## src/rtl/dcm_lock_ctrl.sv

```systemverilog
// DCM lock supervisor and reset sequencer: pulses the DCM reset, waits for a
// stable synchronized lock, then releases sys_rst/ready; re-arms on timeout or loss.
module dcm_lock_ctrl #(
    parameter int RST_PULSE_CYCLES = 4,
    parameter int LOCK_TIMEOUT     = 50000,
    parameter int STABLE_CYCLES    = 1024,
    parameter int CNT_W            = 16
) (
    input  logic       clk,
    input  logic       rst,
    input  logic       locked,
    output logic       dcm_rst,
    output logic       sys_rst,
    output logic       ready,
    output logic [7:0] retry_count,
    output logic       lock_lost
);

    typedef enum logic [1:0] {
        RESET_DCM,
        WAIT_LOCK,
        STABILIZE,
        RUN
    } state_t;

    localparam logic [CNT_W-1:0] RST_LAST     = CNT_W'(RST_PULSE_CYCLES - 1);
    localparam logic [CNT_W-1:0] TIMEOUT_LAST = CNT_W'(LOCK_TIMEOUT - 1);
    localparam logic [CNT_W-1:0] STABLE_LAST  = CNT_W'(STABLE_CYCLES - 1);

    state_t           r_state;
    state_t           w_next_state;
    logic [CNT_W-1:0] r_cnt;
    logic [CNT_W-1:0] w_next_cnt;
    logic             w_retry;
    logic             w_lost;

    logic             r_sync1;
    logic             r_lock_s;

    logic             r_dcm_rst;
    logic             r_sys_rst;
    logic             r_ready;
    logic [7:0]       r_retry_count;
    logic             r_lock_lost;

    // NOTE: sequential state is written with non-blocking assignments so every flop samples pre-edge values.
    // locked is asynchronous to clk; only the second flop may reach the FSM.
    always_ff @(posedge clk or negedge rst) begin
        if (!rst) begin
            r_sync1  <= 1'b0;
            r_lock_s <= 1'b0;
        end else begin
            r_sync1  <= locked;
            r_lock_s <= r_sync1;
        end
    end

    always_comb begin
        // NOTE: every signal driven here gets a default first so no path can infer a latch.
        w_next_state = r_state;
        w_next_cnt   = r_cnt + CNT_W'(1);
        w_retry      = 1'b0;
        w_lost       = 1'b0;
        case (r_state)
            RESET_DCM: begin
                if (r_cnt == RST_LAST) begin
                    w_next_state = WAIT_LOCK;
                    w_next_cnt   = '0;
                end
            end
            WAIT_LOCK: begin
                // A lock seen on the timeout cycle still counts as acquired.
                if (r_lock_s) begin
                    w_next_state = STABILIZE;
                    w_next_cnt   = '0;
                end else if (r_cnt == TIMEOUT_LAST) begin
                    w_next_state = RESET_DCM;
                    w_next_cnt   = '0;
                    w_retry      = 1'b1;
                end
            end
            STABILIZE: begin
                if (!r_lock_s) begin
                    w_next_state = RESET_DCM;
                    w_next_cnt   = '0;
                    w_retry      = 1'b1;
                end else if (r_cnt == STABLE_LAST) begin
                    w_next_state = RUN;
                end
            end
            RUN: begin
                w_next_cnt = r_cnt;
                if (!r_lock_s) begin
                    w_next_state = RESET_DCM;
                    w_next_cnt   = '0;
                    w_retry      = 1'b1;
                    w_lost       = 1'b1;
                end
            end
            default: begin
                w_next_state = RESET_DCM;
                w_next_cnt   = '0;
            end
        endcase
    end

    // Outputs are registered from the next state so they change on the transition edge.
    always_ff @(posedge clk or negedge rst) begin
        if (!rst) begin
            r_state       <= RESET_DCM;
            r_cnt         <= '0;
            r_dcm_rst     <= 1'b1;
            r_sys_rst     <= 1'b1;
            r_ready       <= 1'b0;
            r_retry_count <= 8'd0;
            r_lock_lost   <= 1'b0;
        end else begin
            r_state   <= w_next_state;
            r_cnt     <= w_next_cnt;
            r_dcm_rst <= (w_next_state == RESET_DCM);
            r_sys_rst <= (w_next_state != RUN);
            r_ready   <= (w_next_state == RUN);
            if (w_retry && (r_retry_count != 8'hFF)) begin
                r_retry_count <= r_retry_count + 8'd1;
            end
            if (w_lost) begin
                r_lock_lost <= 1'b1;
            end
        end
    end

    assign dcm_rst     = r_dcm_rst;
    assign sys_rst     = r_sys_rst;
    assign ready       = r_ready;
    assign retry_count = r_retry_count;
    assign lock_lost   = r_lock_lost;

endmodule

```

## config.mk

```make
export PLATFORM = sky130hd
export DESIGN_NAME = dcm_lock_ctrl
export DESIGN_NICKNAME = d
export VERILOG_FILES = /design/src/rtl/dcm_lock_ctrl.sv
export SDC_FILE = /design/constraint.sdc
export NUM_CORES = 1
export LEC_CHECK = 0
export BUFFER_PORTS_ARGS = -buffer_cell sky130_fd_sc_hd__buf_2
export CAP_MARGIN = 5
export CORE_MARGIN = 3
export CORE_UTILIZATION = 52
export DETAILED_ROUTE_END_ITERATION = 8
export HOLD_SLACK_MARGIN = 0.06
export PLACE_DENSITY = 0.74
export SYNTH_ARGS = -nofsm -noshare
export SYNTH_HDL_FRONTEND = slang
export SYNTH_SLANG_ARGS = --single-unit
```

## constraint.sdc

```tcl
create_clock -name clk -period 2.1 [get_ports clk]
set_input_delay 0.63 -clock clk [delete_from_list [all_inputs] [get_ports clk]]
set_output_delay 0.63 -clock clk [all_outputs]
set_load 0.05 [all_outputs]
```

; Word-level counts from Yosys, hierarchy flattened
; Cells that the tools add are included.
[word_totals]
regBits = 32
in_bits = 3
wordCells = 43
output_inout_bits = 12
[op_classes]
reduce_logical = 4
n_eq_ne = 10
n_mux = 18
addsub = 2
[op_table]
columns = cell, count
row1 = $mux 16, 5
row2 = $pmux 16 s4, 1
row3 = $add 16x1->16 const B, 1
row4 = $eq 16x10->1 const B, 1
row5 = $eq 16x16->1 const B, 1
row6 = $eq 16x2->1 const B, 1
row7 = $mux 2, 6
row8 = $add 8x1->8 const B, 1
row9 = $ne 8x8->1 const B, 1
row10 = $pmux 2 s4, 1
row11 = $eq 2x2->1 const B, 3
row12 = $logic_not 2->1, 2
row13 = $mux 1, 4
row14 = $ne 2x2->1 const B, 2
row15 = $eq 2x1->1 const B, 1
row16 = $pmux 1 s2, 1
row17 = $reduce_or 2->1, 1
row18 = $logic_and 1x1->1, 1

; Longest topological paths before layout
; Gate-level depths: netlist (run 1).
[depth]
word_depth = 5
depth_mapped = 7

; Worst setup path after synthesis (run 1)
; OpenSTA, ideal clock, no wires.
[synth_path]
kind = reg-to-reg
from = reg r_cnt[12]
to = reg r_retry_count[1], in the netlist retry_count[1]
stages_incl_launch_ff = 6
required_time_ns = 1.975
setup_ns = 0.125
synth_period_minus_slack_ns = 2.054
slack_ns = 0.046
arrival_ns = 1.930
n_path_buf = 0
path_cell_list = dfrtp_1 or4_4 nor4_4 o21ai_4 nor2_2 mux2_2
[synth_between]
elab_chain_len = 5
[synth_lines]
columns = item, line
row1 = from (decl), 32  ; logic [CNT_W-1:0] r_cnt;
row2 = from (signal assigned), 119  ; r_cnt <= w_next_cnt;
row3 = $eq 16x16->1, 76  ; end else if (r_cnt == TIMEOUT_LAST) begin
row4 = $mux 1, 76
row5 = $mux 1, 73  ; if (r_lock_s) begin
row6 = $pmux 1 s2, 64  ; case (r_state)
row7 = $logic_and 1x1->1, 123  ; if (w_retry && (r_retry_count != 8'hFF)) begin
row8 = to (signal assigned), 124  ; r_retry_count <= r_retry_count + 8'd1;
row9 = to (decl), 43  ; logic [7:0] r_retry_count;
; No other way between the ends.
; A chain may end at the register's enable or synchronous reset.

; Worst setup path in the final report (run 1)
[layout_path]
from = reg r_cnt[0]
to = reg r_cnt[12]
[layout_between]
elab_chain_len = 4
word_cells_on_any_way = 8
classes_between = add/sub: 1 / eq/ne: 2 / mux: 5
[layout_lines]
columns = item, line
row1 = $add 16x1->16 / $eq 16x16->1 (equally long branches), "61, 76"
row2 = $mux 16, 76
row3 = $mux 16, 73
row4 = $pmux 16 s4 *, 64
; Mark *: on every way between the ends. The rest lies on a longest branch, timed or not.

==> results of run 1 <==
==> final cells by class <==
class / count / share of cell area
clock buffer: 6 / 0.0268
tap: 42 / 0.0275
inverter: 5 / 0.00982
multi-input combinational: 119 / 0.414
sequential: 32 / 0.420
timing repair buffer: 27 / 0.0942
clock inverter: 2 / 0.00785
==> cells by family (layout without fill, tap and decap cells) <==
kind of cell | Yosys count | after routing
simple gates | 82 | 82
flops | 32 | 32
compound gates | 19 | 19
xor+xnor | 15 | 15
buf+inv | 11 | 40
fa+ha+maj | 2 | 2
mux | 1 | 1
==> cell usage in the layout, fill, tap and decap left out, types with 2 or more instances in the layout <==
master      instances
buf_4              12
xor2_1             10
and2_1              3
xnor2_1             5
nand4_1             6
a21oi_1             2
nand2b_1            3
dfstp_2             2
or4_1               2
nor2b_1             3
and3_1              7
clkinvlp_4          2
o31ai_1             2
nand3_1            11
clkbuf_4            5
nor3_1              5
buf_2              14
o21ai_0             4
dfrtp_1            30
nor4_2              3
nor4_4              2
a31oi_1             2
nor2_1             15
nand2_1            14
nor4_1              3
ha_1                2
inv_1               5
==> power groups by stage <==
stage / sequential (uW) / clock [uW] / combinational, uW
floorplan: 971 / 0 / 381
global placement: 855 / 0 / 686
detailed placement: 864 / 0 / 702
CTS: 852 / 392 / 704
global route: 878 / 426 / 766
finish: 852 / 377 / 717
==> state kept, by name, summed over array words and instances, names as in the netlist <==
register / count
r_cnt: 16
retry_count: 8
r_state: 2
dcm_rst: 1
lock_lost: 1
r_lock_s: 1
r_sync1: 1
ready: 1
sys_rst: 1
==> metal layers <==
metal | up-vias | share of wire
li1 | 638 | -
met1 | 630 | 0.47
met2 | 39 | 0.46
met3 | 7 | 0.055
met4 | 0 | 0.016
met5 | - | 0
==> metrics by stage <==
step           utilization  total power, uW
2_1_floorplan            -             1350
3_3_place_gp         0.636             1540
3_5_place_dp         0.636             1570
4_1_cts              0.659             1950
5_1_grt              0.665             2070
6_report             0.665             1950
==> path summary, 6_finish.rpt <==
path,from,to,slack (ps)
min reg2reg,r_sync1,r_lock_s,360
min,rst,lock_lost,330
max in group asynchronous,rst,r_cnt[10],1320
max reg2reg,r_cnt[0],r_cnt[12],120
min in group clk,r_sync1,r_lock_s,360
max,r_cnt[0],r_cnt[12],120
==> worst register-to-register path, cell delays in order, from the launching register on <==
cell and delay (ps):
dfrtp_1 430, ha_1 270, nand4_1 160, nor4_4 80, o21ai_2 240, nand3b_1 160, buf_12 180, o41ai_1 360
==> flow_summary.yaml, run 1 <==
sta:
  min_period_over_period: 0.944
  fin_ws_ps: 119
  rsz0062_at_grt: "false"
  timing.fmax_mhz: 505
  tightest_slew_ps: 690
  worst_hold_slack_ps: 328
  fin_worst_skew_ps: 6.67
  final-hold-violation-count: 0
  finalSetupViolCount: 0
  setup_tns_ps: 0
  max_slew_margin: 0.540
  min_period_ps: 1980
  finalMaxSlewViolations: 0
grt:
  use_met1: 0.250
  grt_max_degree: 33
  grt_usage: 0.189
  use_met2: 0.297
  grt-busiest-layer: "met2"
  grt_use_met3: 0.0450
  grt-ovfl-total: 0
  antenna_found_initial: 0
  grt_pass1_vias: 1306
  grt_pass1_wl_mm: 5.93
critical_path:
  crit_buf_inv: 1
  worstPathCellList: "ha_1 -> nand4_1 -> nor4_4 -> o21ai_2 -> nand3b_1 -> buf_12 -> o41ai_1"
  cp_slowest_cell: "dfrtp_1"
  crit_type: "flip-flop to flip-flop"
  critPathLaunchType: "flip-flop"
  r2r_cells: 7
  critical_path_depth: 7
  crit_family: "compound AO/OA/AOI/OAI gates"
  cp.required_ps: 2320
  slowest_delay_ps: 430
  cp-end-kind: "flip-flop"
  crit_fanout: 14
  worstPathArrival_ps: 2200
clock_network:
  postCtsHoldBufs: 0
  cts-root-buf: "clkbuf_4"
  clk_path_buf_depth: 2
  post_cts_buffers: 0
  cts.clk_slew.worst_paths_ps: 100
  clkSinkCount: 32
  h-tree-depth: 2
  cts_resized: 0
  cts_buffers: 5
  tritoncts: "built"
  insertion_delay_ps: 330
logic_synthesis:
  synth_cell_types: 41
  synth_common_cells: "30 x dfrtp_1, 15 x nor2_1, 14 x nand2_1"
  yosys.area_share.simple: 0.292
  synth_area_leaders: "dfrtp_1 46%, xor2_1 5.3%, nor2_1 3.4%"
  synth_edf_count: 0
  async_flop_share: 1.00
  yosys_most_used_dff: "dfrtp_1"
  yosys.area.top_type: "dfrtp_1"
  avgSynthCellArea_sq_um: 10.1
  synth-compound-area-share: 0.0876
  synth_top_cell_area_share: 0.457
  muxShareOfSynthArea: 0.00685
  synthAdderAreaFrac: 0.0152
  synth_top_family_by_area: "simple AND/OR/NAND/NOR gates"
  synth_cells: 162
  yosysWarnings: 0
  synth_nets: 167
  synthXorXnorAreaFrac: 0.0800
  seq_area_frac_synth: 0.489
  synth-seq-cells: 32
  yosysMostFrequentCell: "dfrtp_1"
  synth_area_sq_um: 1640
placed_design:
  portBuffers: 14
  place_inst: 223
  dpl_cell_area_sq_um: 1830
  globalplace.congestion: 0.878
  hpwl_mm: 2.47
  pre_cts_ws_ps: 31.1
final_layout:
  finalNonFillerCells: 233
  layout.nets: 195
  multiInputGateArea_sq_um: 791
  seqCellArea_sq_um: 803
  design_area_sq_um: 1910
  drive_gt1_frac: 0.257
  fill_cells: 216
  diodes: 0
  area_delta_synth_final_pct: 16.4
power:
  p_clk_frac: 0.194
  power_frac_seq: 0.438
  ir_worst_vdd_mv: 0.690
  p_sw_uw: 790
  power_leakage_uw: 0.000896
  p_per_area_nw_per_um2: 1020
  p_sw_frac: 0.406
  pwr-share-comb: 0.368
  intPower_uw: 1160
die:
  fp.dieArea_sq_um: 3870
  rows: 19
  io_pins: 15
  die_x_um: 62.2
  fp.coreArea_sq_um: 2880
  dieHeight_um: 62.2
  initial_core_util: 0.571
detailed_routing:
  wl_per_cell_um: 14.8
  drtAntennaViolNets: 0
  drt_first_iter_violations: 110
  drc: 0
  routed-via-count: 1314
  viasPerCell: 5.64
  drtPass1Iterations: 4
  wl_mm: 3.45
run_status:
  status: "finished, final reports clean"
worst_hold_path:
  hold_class: "input port to asynchronous set/reset pin"
job:
  cap_violations: 0
Power figures use the tool's default switching activity.
==> run 2, diff against run 1 <==
--- a/config.mk
+++ b/config.mk
@@ -5,13 +5,14 @@
 export SDC_FILE = /design/constraint.sdc
 export NUM_CORES = 1
 export LEC_CHECK = 0
+export ABC_AREA = 1
 export BUFFER_PORTS_ARGS = -buffer_cell sky130_fd_sc_hd__buf_2
 export CAP_MARGIN = 5
 export CORE_MARGIN = 3
-export CORE_UTILIZATION = 52
+export CORE_UTILIZATION = 53
 export DETAILED_ROUTE_END_ITERATION = 8
 export HOLD_SLACK_MARGIN = 0.06
-export PLACE_DENSITY = 0.74
+export PLACE_DENSITY = 0.75
 export SYNTH_ARGS = -nofsm -noshare
 export SYNTH_HDL_FRONTEND = slang
 export SYNTH_SLANG_ARGS = --single-unit
==> run 2 against run 1 <==
Routed wire length increased by 3.3%. Global-route usage increased by 0.95 points. Largest power group unchanged. First-iteration DRC count decreased by 15%. Critical endpoint is now dcm_rst. Largest cell class is now multi-input gates. Critical path type is now flip-flop to output port. Highest routed layer unchanged. Synthesized cell count increased by 46%. Clock-buffer cell count decreased by 1. Worst hold slack got worse by 5.9 ps. Worst setup slack improved by 240 ps.
==> flow_summary.yaml, run 2 <==
run_status:
  status: "finished, final reports clean"
final_layout:
  largest-register: "r_cnt"
  diodes: 0
  most-common-layout-cells: "69 x nand2_1, 30 x dfrtp_1, 29 x nor2_1"
  layout_commonest_cell: "nand2_1"
  design_area_sq_um: 2010
  largest_reg_flops: 16
  layout.nets: 260
  drive_gt1_frac: 0.191
  area_delta_synth_final_pct: 9.82
sta:
  min_period_ps: 1750
  fin_worst_skew_ps: 16.1
  min_period_over_period: 0.831
  finalSetupViolCount: 0
  worst_hold_slack_ps: 322
  setup_tns_ps: 0
  tightest_slew_ps: 711
  timing.fmax_mhz: 573
  finalMaxSlewViolations: 0
  max_slew_margin: 0.526
  final-hold-violation-count: 0
  rsz0062_at_grt: "false"
logic_synthesis:
  synth_nets: 241
  synth_cells: 236
  synth_edf_count: 0
  synth-seq-cells: 32
  yosysMostFrequentCell: "nand2_1"
  synth_top_cell_area_share: 0.409
  yosys.area.top_type: "dfrtp_1"
  seq_area_frac_synth: 0.438
  yosysWarnings: 0
  synth_common_cells: "69 x nand2_1, 30 x dfrtp_1, 29 x nor2_1"
  synth_area_sq_um: 1830
  synth_cell_types: 27
  async_flop_share: 1.00
  synth_area_leaders: "dfrtp_1 41%, nand2_1 14%, nor2_1 5.9%"
  yosys_most_used_dff: "dfrtp_1"
  avgSynthCellArea_sq_um: 7.77
clock_network:
  cts_buffers: 5
  postCtsHoldBufs: 0
  tritoncts: "built"
  h-tree-depth: 2
  clk_path_buf_depth: 2
  insertion_delay_ps: 340
  clkSinkCount: 32
  cts-root-buf: "clkbuf_4"
  cts_resized: 0
  post_cts_buffers: 0
  cts.clk_slew.worst_paths_ps: 110
die:
  rows: 20
  die_x_um: 64.8
  initial_core_util: 0.577
  fp.coreArea_sq_um: 3180
  io_pins: 15
  dieHeight_um: 64.8
  fp.dieArea_sq_um: 4200
job:
  cap_violations: 0
critical_path:
  crit_type: "flip-flop to output port"
  critPathLaunchType: "flip-flop"
  slowest_delay_ps: 520
  cp.required_ps: 1470
  worstPathCellList: "buf_2"
  cp_slowest_cell: "dfstp_2"
  crit_fanout: 1
  cp-end-kind: "output port"
  crit_family: "flip-flops"
  crit_buf_inv: 1
  worstPathArrival_ps: 1120
placed_design:
  portBuffers: 14
  dpl_cell_area_sq_um: 1930
  globalplace.congestion: 0.867
  hpwl_mm: 2.67
power:
  ir_worst_vdd_mv: 0.755
  p_per_area_nw_per_um2: 962
  power_uw: 1940
  power_leakage_uw: 0.00100
detailed_routing:
  drt_first_iter_violations: 93
  wl_mm: 3.56
  drtPass1Iterations: 4
  viasPerCell: 4.96
  routed-via-count: 1487
  wl_per_cell_um: 11.9
  drtAntennaViolNets: 0
  drc: 0
grt:
  grt_pass1_vias: 1373
  grt_max_degree: 33
  grt_pass1_wl_mm: 6.33
  antenna_found_initial: 0
  grt-ovfl-total: 0
  grt_usage: 0.198
worst_hold_path:
  hold_class: "input port to asynchronous set/reset pin"
run 2: changes by cell type after synthesis, sizes merged, moves of 7 or more:
cell,delta
nand2,+60
o21ai,+7
nor2,+15
nor4,-8
inv,+26
a21oi,+8
and3,-8
run 2: kinds of logic after synthesis:
kind of cell | Yosys count | synth area share
and+or+nand+nor | 130 | 0.314
xor gates and xnor gates | 14 | 0.0668
buffers and inverters | 34 | 0.0798
AOI/OAI and AO/OA | 24 | 0.0880
adders and majority gates | 2 | 0.0136
DFF | 32 | 0.438
run 2: metal layers:
layer / track usage / vias up / routed length (um)
li1: - / 775 / -
met4: 0.0897 / 0 / 76
met3: 0.0520 / 7 / 156
met5: 0 / - / 0
met2: 0.295 / 31 / 1590
met1: 0.270 / 674 / 1740
run 2: through the flow:
stage | instances | worst slack [ps] | util
5_1_grt | 300 | 293 | 0.634
3_5_place_dp | 292 | 496 | 0.609
2_1_floorplan | 236 | 426 | -
6_report | 300 | 355 | 0.634
3_3_place_gp | 292 | 525 | 0.609
4_1_cts | 300 | 332 | 0.634
run 2: layout make-up:
class | count | area, sq um
Sequential cell | 32 | 803
Tap cell | 44 | 55.1
Timing Repair Buffer | 14 | 70.1
Clock buffer | 5 | 37.5
Inverter | 32 | 121
Clock inverter | 3 | 42.5
Fill cell | 272 | 1160
Multi-Input combinational cell | 170 | 885
run 2: power breakdown:
part | internal (uW) | total [uW] | switching [uW]
Combinational | 179 | 656 | 477
Sequential | 717 | 811 | 94.9
Clock | 248 | 470 | 222
Total | 1140 | 1940 | 793
run 2: worst paths after layout:
kind | startpoint | end | slack [ps] | depth (start not counted)
hold reg to reg | r_sync1 | r_lock_s | 380 | 0
setup / recovery | dcm_rst | dcm_rst | 350 | 1
hold / removal | rst | r_cnt[12] | 320 | 1
max in group asynchronous | rst | retry_count[2] | 1310 | 1
min in group clk | r_sync1 | r_lock_s | 380 | 0
setup reg to reg | r_cnt[0] | r_cnt[0] | 500 | 8
